## src/rtl/mem_bank_arbiter_if.sv

```systemverilog
// Request/grant bundle between four requesters and the memory-bank arbiter.
// The arbiter takes the slave modport. Requesters or a testbench take the master modport.
interface mem_bank_arbiter_if;
  logic [3:0]  req;
  logic [15:0] req_bank;
  logic [3:0]  req_we;
  logic [3:0]  gnt;
  logic [3:0]  bank_sel;
  logic [15:0] bank_en;
  logic        mem_we;
  logic        busy;
  logic [3:0]  done;

  modport slave (
    input  req, req_bank, req_we,
    output gnt, bank_sel, bank_en, mem_we, busy, done
  );

  modport master (
    output req, req_bank, req_we,
    input  gnt, bank_sel, bank_en, mem_we, busy, done
  );
endinterface

```

## src/rtl/mem_bank_arbiter.sv

```systemverilog
// Round-robin arbiter that gives one of four requesters a single bank access per transaction.
// Each transaction runs IDLE -> GRANT -> ACCESS (ACCESS_CYCLES long) -> DONE.
module mem_bank_arbiter #(
  parameter int ACCESS_CYCLES = 2  // legal range 1..15
) (
  input  logic               clk,
  input  logic               clr,
  mem_bank_arbiter_if.slave  bus
);

  typedef enum logic [1:0] {
    S_IDLE   = 2'd0,
    S_GRANT  = 2'd1,
    S_ACCESS = 2'd2,
    S_DONE   = 2'd3
  } state_e;

  localparam logic [3:0] LAST_CNT = 4'(ACCESS_CYCLES - 1);

  state_e     state_q, state_d;
  logic [1:0] ptr_q,   ptr_d;
  logic [1:0] id_q,    id_d;
  logic [3:0] bank_q,  bank_d;
  logic       we_q,    we_d;
  logic [3:0] cnt_q,   cnt_d;

  logic [1:0] winner;
  logic [1:0] idx;
  logic       found;
  logic [3:0] id_onehot;

  // Winner is the first requester at or above ptr, wrapping modulo 4.
  always_comb begin
    winner = ptr_q;
    idx    = '0;
    found  = 1'b0;
    for (int off = 0; off < 4; off++) begin
      idx = ptr_q + 2'(off);
      if (!found && bus.req[idx]) begin
        winner = idx;
        found  = 1'b1;
      end
    end
  end

  always_ff @(posedge clk or posedge clr) begin
    // NOTE: sequential state uses non-blocking assignments so every register samples pre-edge values.
    if (clr) begin
      state_q <= S_IDLE;
      ptr_q   <= '0;
      id_q    <= '0;
      bank_q  <= '0;
      we_q    <= 1'b0;
      cnt_q   <= '0;
    end else begin
      state_q <= state_d;
      ptr_q   <= ptr_d;
      id_q    <= id_d;
      bank_q  <= bank_d;
      we_q    <= we_d;
      cnt_q   <= cnt_d;
    end
  end

  always_comb begin
    // NOTE: every next-state signal defaults to its current value first, so no path infers a latch.
    state_d = state_q;
    ptr_d   = ptr_q;
    id_d    = id_q;
    bank_d  = bank_q;
    we_d    = we_q;
    cnt_d   = cnt_q;
    unique case (state_q)
      S_IDLE: begin
        if (|bus.req) begin
          id_d    = winner;
          bank_d  = bus.req_bank[{winner, 2'b00} +: 4];
          we_d    = bus.req_we[winner];
          state_d = S_GRANT;
        end
      end
      S_GRANT: begin
        cnt_d   = '0;
        state_d = S_ACCESS;
      end
      S_ACCESS: begin
        if (cnt_q == LAST_CNT) begin
          state_d = S_DONE;
        end else begin
          cnt_d = cnt_q + 4'd1;
        end
      end
      S_DONE: begin
        ptr_d   = id_q + 2'd1;
        state_d = S_IDLE;
      end
      default: state_d = S_IDLE;
    endcase
  end

  assign id_onehot    = 4'b0001 << id_q;
  assign bus.bank_sel = bank_q;

  // Outputs decode from registered state only, so an asynchronous clear zeroes them at once.
  always_comb begin
    bus.gnt     = '0;
    bus.bank_en = '0;
    bus.mem_we  = 1'b0;
    bus.busy    = 1'b0;
    bus.done    = '0;
    unique case (state_q)
      S_IDLE: ;
      S_GRANT: begin
        bus.gnt  = id_onehot;
        bus.busy = 1'b1;
      end
      S_ACCESS: begin
        bus.gnt     = id_onehot;
        bus.busy    = 1'b1;
        bus.bank_en = 16'h0001 << bank_q;
        bus.mem_we  = we_q;
      end
      S_DONE: begin
        bus.gnt  = id_onehot;
        bus.busy = 1'b1;
        bus.done = id_onehot;
      end
      default: ;
    endcase
  end

endmodule

```

## src/flat_wrapper.sv

```systemverilog
// flat-port wrapper written by rule: the top's interface ports become plain ports
module mem_bank_arbiter_flat 
#(
  parameter int ACCESS_CYCLES = 2                      
)
  (clk, clr, bus_req, bus_req_bank, bus_req_we, bus_gnt, bus_bank_sel, bus_bank_en, bus_mem_we, bus_busy, bus_done);
  mem_bank_arbiter_if bus_i ();
  input  logic clk;
  input  logic clr;
  input wire logic [$bits(bus_i.req)-1:0] bus_req;
  input wire logic [$bits(bus_i.req_bank)-1:0] bus_req_bank;
  input wire logic [$bits(bus_i.req_we)-1:0] bus_req_we;
  output wire logic [$bits(bus_i.gnt)-1:0] bus_gnt;
  output wire logic [$bits(bus_i.bank_sel)-1:0] bus_bank_sel;
  output wire logic [$bits(bus_i.bank_en)-1:0] bus_bank_en;
  output wire logic [$bits(bus_i.mem_we)-1:0] bus_mem_we;
  output wire logic [$bits(bus_i.busy)-1:0] bus_busy;
  output wire logic [$bits(bus_i.done)-1:0] bus_done;
  assign bus_i.req = bus_req;
  assign bus_i.req_bank = bus_req_bank;
  assign bus_i.req_we = bus_req_we;
  assign bus_gnt = bus_i.gnt;
  assign bus_bank_sel = bus_i.bank_sel;
  assign bus_bank_en = bus_i.bank_en;
  assign bus_mem_we = bus_i.mem_we;
  assign bus_busy = bus_i.busy;
  assign bus_done = bus_i.done;
  mem_bank_arbiter #(.ACCESS_CYCLES(ACCESS_CYCLES)) u_core (.clk(clk), .clr(clr), .bus(bus_i));
endmodule
```

## config.mk

```make
export PLATFORM = sky130hd
export DESIGN_NAME = mem_bank_arbiter_flat
export DESIGN_NICKNAME = d
export VERILOG_FILES = /design/src/rtl/mem_bank_arbiter_if.sv /design/src/rtl/mem_bank_arbiter.sv /design/src/flat_wrapper.sv
export SDC_FILE = /design/constraint.sdc
export NUM_CORES = 1
export LEC_CHECK = 0
export ABC_AREA = 1
export CAP_MARGIN = 10
export CORE_MARGIN = 1
export CORE_UTILIZATION = 30
export CTS_BUF_LIST = sky130_fd_sc_hd__clkbuf_4
export DETAILED_ROUTE_END_ITERATION = 8
export HOLD_SLACK_MARGIN = 0.12
export SYNTH_ARGS = -nofsm -noshare
export SYNTH_HDL_FRONTEND = slang
export SYNTH_SLANG_ARGS = --single-unit
```

## constraint.sdc

```tcl
create_clock -name clk -period 3.73 [get_ports clk]
set_clock_uncertainty 0.2 [all_clocks]
set_input_delay 1.119 -clock clk [delete_from_list [all_inputs] [get_ports clk]]
set_output_delay 1.119 -clock clk [all_outputs]
set_load 0.005 [all_outputs]
```

== After elaboration in Yosys (flattened, before gate mapping) ==
Index checks and enable logic that the tools add are counted.

* Register bits: 15
* Output and inout bits: 30
* Word-level logic and storage cells: 65

* Add/subtract/negate cells: 5
* Magnitude comparators: 5
* Eq/ne operators: 7
* Shift-type cells: 3
* Muxes and demuxes: 26
* Reductions and logical operators: 13

{| class="wikitable"
|+ Operators with widths
! operator !! count
|-
| $mux W16 || 1
|-
| $shiftx A16 B5 Y4 || 1
|-
| $shl A1 B4 Y16 const A || 1
|-
| $lt A2 B3 Y1 const B || 5
|-
| $mux W4 || 3
|-
| $bmux W1 S2 || 5
|-
| $mux W1 || 10
|-
| $mux W2 || 5
|-
| $pmux W2 S4 || 1
|-
| $pmux W4 S2 || 1
|-
| $reduce_and A2 Y1 || 3
|-
| $add A2 B1 Y2 const B || 2
|-
| $add A2 B2 Y2 const B || 2
|-
| $add A4 B1 Y4 const B || 1
|-
| $eq A2 B2 Y1 const B || 2
|-
| $eq A4 B1 Y1 const B || 1
|-
| $ne A2 B1 Y1 const B || 2
|-
| $reduce_or A4 Y1 || 1
|-
| $shl A1 B2 Y4 const A || 1
|-
| $logic_and A1 B1 Y1 || 3
|-
| $logic_not A1 Y1 || 3
|-
| $reduce_or A3 Y1 || 1
|-
| $eq A2 B1 Y1 const B || 1
|-
| $logic_not A2 Y1 || 1
|-
| other kinds (2) || 2
|}

== Logic depth before layout (Yosys ltp) ==
Gate-level depths: netlist of run 1.

* Word-level depth: 14
* Mapped depth: 18
* Mapped depth without buffers: 16

== Worst setup path after synthesis of run 1 ==
Ideal clock, no wire load.

* Path type: register to output
* From: register u_core.state_q[0]
* To: output port bus_bank_en[0]
* Arrival time: 1291 ps
* Required time: 2411 ps
* Setup slack: 1120 ps
* Stages on the path, launching flop included: 7
* Path buffers: 1
* Cells stage by stage: dfrtp_1 > inv_1 > ha_1 > inv_1 > or2_2 > clkbuf_1 > nor2_1

* Cells in the longest elaborated chain, start to end: 2

{| class="wikitable"
|+ RTL lines
! item !! line !! text
|-
| from (decl) || mem_bank_arbiter.sv:20 || <nowiki>state_e state_q, state_d;</nowiki>
|-
| from (signal assigned) || mem_bank_arbiter.sv:56 || <nowiki>state_q <= state_d;</nowiki>
|-
| $eq A2 B2 Y1 || mem_bank_arbiter.sv:111 || <nowiki>unique case (state_q)</nowiki>
|-
| $mux W16 || mem_bank_arbiter.sv:111 ||
|-
| to (decl) || flat_wrapper.sv:15 || <nowiki>output wire logic [$bits(bus_i.bank_en)-1:0] bus_bank_en;</nowiki>
|}

No other way between the ends.

== Final worst setup path of run 1 ==
* From: register u_core.state_q[0]
* To: output port bus_bank_en[3]

Same word-level chain as after synthesis.

==> results summary, run 1 <==
The routed design has 3580 um of wire. The flow ran to the end, and the final reports show no timing, DRC or antenna violations. The post-cts sizing count is 0. The number of slew-limit violations in the final report was 0. The largest voltage drop on the vdd net is 0.000223 V.

The number of instances in the synthesized netlist came out at 250. In this run the number of H-tree levels came out at 1. In this run the worst path has a maximum fanout of 8. The post-route clock period utilization is 0.919. Counting flops with an async set or reset pin after synthesis yields a share of 1.00.

The met3 routing resource usage after global routing came out at 0.0250. The repair_antennas step left the layout with diodes totalling 0. The worst hold path class is reg -> reg. The final instance count without filler cells came out at 370. The instance count after placement with tap cells included is 366. Data on the critical path is required at its endpoint by 2.41 ns. Entering global routing, the biggest net connects 16 pins.

The latest clock arrival within the worst-skew pair is 0.29 ns. The area of the multi-input gates is 913 um^2. The kind of start point of the critical path is a flip-flop.

The cell taking the most area after synthesis is sky130_fd_sc_hd__nand2_1. The library cells used most frequently in the layout, excluding fill and tap cells, are sky130_fd_sc_hd__nand2_1, sky130_fd_sc_hd__clkdlybuf4s50_1, sky130_fd_sc_hd__inv_1. The number of clock buffers inserted by TritonCTS came out at 3.

CTS placed an instance of sky130_fd_sc_hd__clkbuf_4 at the clock tree root. The area taken by flip-flops and latches came out at 375 um^2. After clock tree synthesis, the clock-pin slew on the worst setup and hold paths is 0.10 ns. The capturing element type of the critical path is a primary output. For met2 alone, demand over resource in global routing was 0.256. The detailed router's first-iteration violation count is 54. Static timing analysis puts the maximum clock frequency at 292 MHz. The maximum single-stage delay on the critical path came out at 0.51 ns. The count of distinct cell types in the synthesized netlist came out at 25.

After layout, the design draws a total of 1.55 mW. The total of hold buffers inserted after clock tree synthesis came out at 0. The power per cell area is 743 nW/um^2. Max-cap violations in this run came to 0. The number of global-route vias before repair is 1,470.

The detail-routed net length per standard cell is 9.66 um. For this run, design rule violations remaining after detail routing come to 0. The met1 capacity usage during global routing came out at 0.187. Setup slack on the critical path of the routed design comes to 0.302 ns. The count of buffers inserted at the top-level ports came out at 55. Averaged over all synthesized cells, the footprint is 5.91 um^2. The final hold violation count is 0. The effective utilization at floorplan is 0.313. TritonCTS built the clock tree. The final critical delay including setup and external delays is 3.43 ns. The initial antenna violation count came out at 0. After synthesis the netlist holds a flip-flop and latch count of 15. The number of setup buffers added after CTS is 0. The tree built by TritonCTS fans out to 15 sinks. The clock tree buffer depth is 2. In this run the cell area measured after placement is 2060 um^2. With fillers left out, the area of the finished cells amounts to 2090 um^2.

For this run, the leading register cell type out of synthesis is sky130_fd_sc_hd__dfrtp_1. The setup violation total in the final timing report came out at 0. In this run the most used layer during global routing was met2. The ratio of cells with drive above 1 in the final layout is 0.0594.

Pin placement for this block handled 56 I/O pins. Of the post-synthesis cell area, the dominant cell type holds 0.262. The worst relative slew slack came out at 0.598.

The floorplan core area came out at 4720 um^2. The cell with the largest stage delay on the worst path is sky130_fd_sc_hd__clkdlybuf4s50_1. The cell leakage power is 1.07 nW. The placement row count came out at 25. Counting stages on the worst path, the most repeated cell is sky130_fd_sc_hd__inv_1.

The setup slack at placement is 0.368 ns. Yosys mapped a number of flops with a built-in enable equal to 0. The detailed-router iteration count before antenna repair came out at 4.

The full die area came out at 5210 um^2. Setup repair after global routing left no endpoint under its margin. The overall die height is 72.2 um. The detailed-route vias per instance came out at 4.36. The die boundary width is 72.2 um. Traced cell by cell, the critical path runs through inv_1 -> ha_1 -> inv_1 -> or2_2 -> nor2_1 -> clkdlybuf4s50_1. The half-perimeter wire length after detailed placement came out at 2850 um.

Synthesis produced a netlist with a net count of 287. The Yosys step of the flow raised 0 warnings. At the worst endpoint, the arrival time is 2.11 ns. The mapped netlist covers 1480 um^2. The global placement routability congestion is 0.842. In the post-synthesis netlist, the biggest area contributors are sky130_fd_sc_hd__nand2_1, sky130_fd_sc_hd__dfrtp_1, sky130_fd_sc_hd__ha_1. The worst setup path category is reg -> out. The synthesis-to-layout area growth is 41.6%. The commonest non-fill, non-tap cell in the layout is sky130_fd_sc_hd__nand2_1.

At the pin with the least slew margin, the transition time is 0.598 ns. The fill cell total of the finished layout is 512. In the final timing run, aggregate negative setup slack is 0 ns.

The share of synthesized area occupied by flip-flops and latches is 0.254. The number of nets still failing antenna checks after routing is 0. The final net count is 341. The global router's overall resource usage is 0.145. The number of vias after detailed routing is 1,614. The first-pass GRT wire length is 6160 um. The overflow left after global routing came out at 0.
## synthesized netlist by cell type, types with 2 or more instances
| master | number |
|---|---|
| sky130_fd_sc_hd__a21oi_1 | 4 |
| sky130_fd_sc_hd__buf_6 | 3 |
| sky130_fd_sc_hd__dfrtp_1 | 15 |
| sky130_fd_sc_hd__ha_1 | 11 |
| sky130_fd_sc_hd__inv_1 | 31 |
| sky130_fd_sc_hd__inv_2 | 5 |
| sky130_fd_sc_hd__nand2_1 | 103 |
| sky130_fd_sc_hd__nand2_2 | 6 |
| sky130_fd_sc_hd__nand3_1 | 26 |
| sky130_fd_sc_hd__nor2_1 | 23 |
| sky130_fd_sc_hd__o21ai_0 | 8 |
| sky130_fd_sc_hd__o22ai_1 | 2 |
## stage by stage
| stage | util | hold slack, ns |
|---|---|---|
| after floorplan | - | 0.249 |
| after global placement | 0.437 | 0.270 |
| after detailed placement | 0.437 | 0.271 |
| after CTS | 0.443 | 0.296 |
| after global routing | 0.443 | 0.338 |
| final | 0.443 | 0.297 |
## worst paths after layout
check	startpoint	to	slack [ns]	cells after the start
worst max-delay path	u_core.state_q[0]	bus_bank_en[3]	0.30	6
worst min-delay path	u_core.we_q	u_core.we_q	0.30	2
worst max register to register	u_core.ptr_q[0]	u_core.we_q	1.20	14
worst min register to register	u_core.we_q	u_core.we_q	0.30	2
max in group asynchronous	clr	u_core.state_q[0]	1.99	2
min in group asynchronous	clr	u_core.state_q[1]	0.97	2
## metal layers
| layer | part of all wire | vias to the layer above |
|---|---|---|
| li1 | - | 871 |
| met1 | 0.46 | 711 |
| met2 | 0.50 | 30 |
| met3 | 0.035 | 2 |
| met4 | 0.0042 | 0 |
| met5 | 0 | - |
## worst max-delay path: cells and delay by family (launching register included)
kind,cells,cell delay (ns)
buffers and inverters,3,0.73
and+or+nand+nor,2,0.46
DFF,1,0.42
adders and majority gates,1,0.22
## flip-flops by register name, indices dropped and copies added (netlist names)
name,flops
u_core.cnt_q,4
u_core.state_q,2
u_core.we_q,1
u_core.ptr_q,2
u_core.bus.bank_sel,4
u_core.id_q,2
## area by class of cell
class	count	area share
Multi-Input combinational cell	192	0.437
Timing Repair Buffer	55	0.263
Sequential cell	15	0.179
Inverter	37	0.0664
Tap cell	67	0.0401
Clock buffer	3	0.0108
Clock inverter	1	0.00359
## cell families (layout without fill, tap and decap cells)
family | Yosys count | count (layout) | synth area share
simple gates | 164 | 164 | 0.462
buf+inv | 43 | 96 | 0.128
compound gates | 16 | 16 | 0.0567
flops | 15 | 15 | 0.254
fa+ha+maj | 11 | 11 | 0.0931
xor+xnor | 1 | 1 | 0.00593
## report_power, final
part,total [mW],internal [mW],switching [mW]
sequential,0.341,0.239,0.102
combinational,1.12,0.451,0.665
clock,0.0972,0.0408,0.0564
total,1.55,0.732,0.823
Note: power is estimated with default switching activity, not from simulation.
==> inputs of run 2 (changes only) <==
--- a/config.mk
+++ b/config.mk
@@ -6,7 +6,7 @@
 export NUM_CORES = 1
 export LEC_CHECK = 0
 export ABC_AREA = 1
-export CAP_MARGIN = 10
+export CAP_MARGIN = 20
 export CORE_MARGIN = 1
 export CORE_UTILIZATION = 30
 export CTS_BUF_LIST = sky130_fd_sc_hd__clkbuf_4
==> results of run 2 <==
The final DEF is identical to that of run 1; final timing and power are the same.
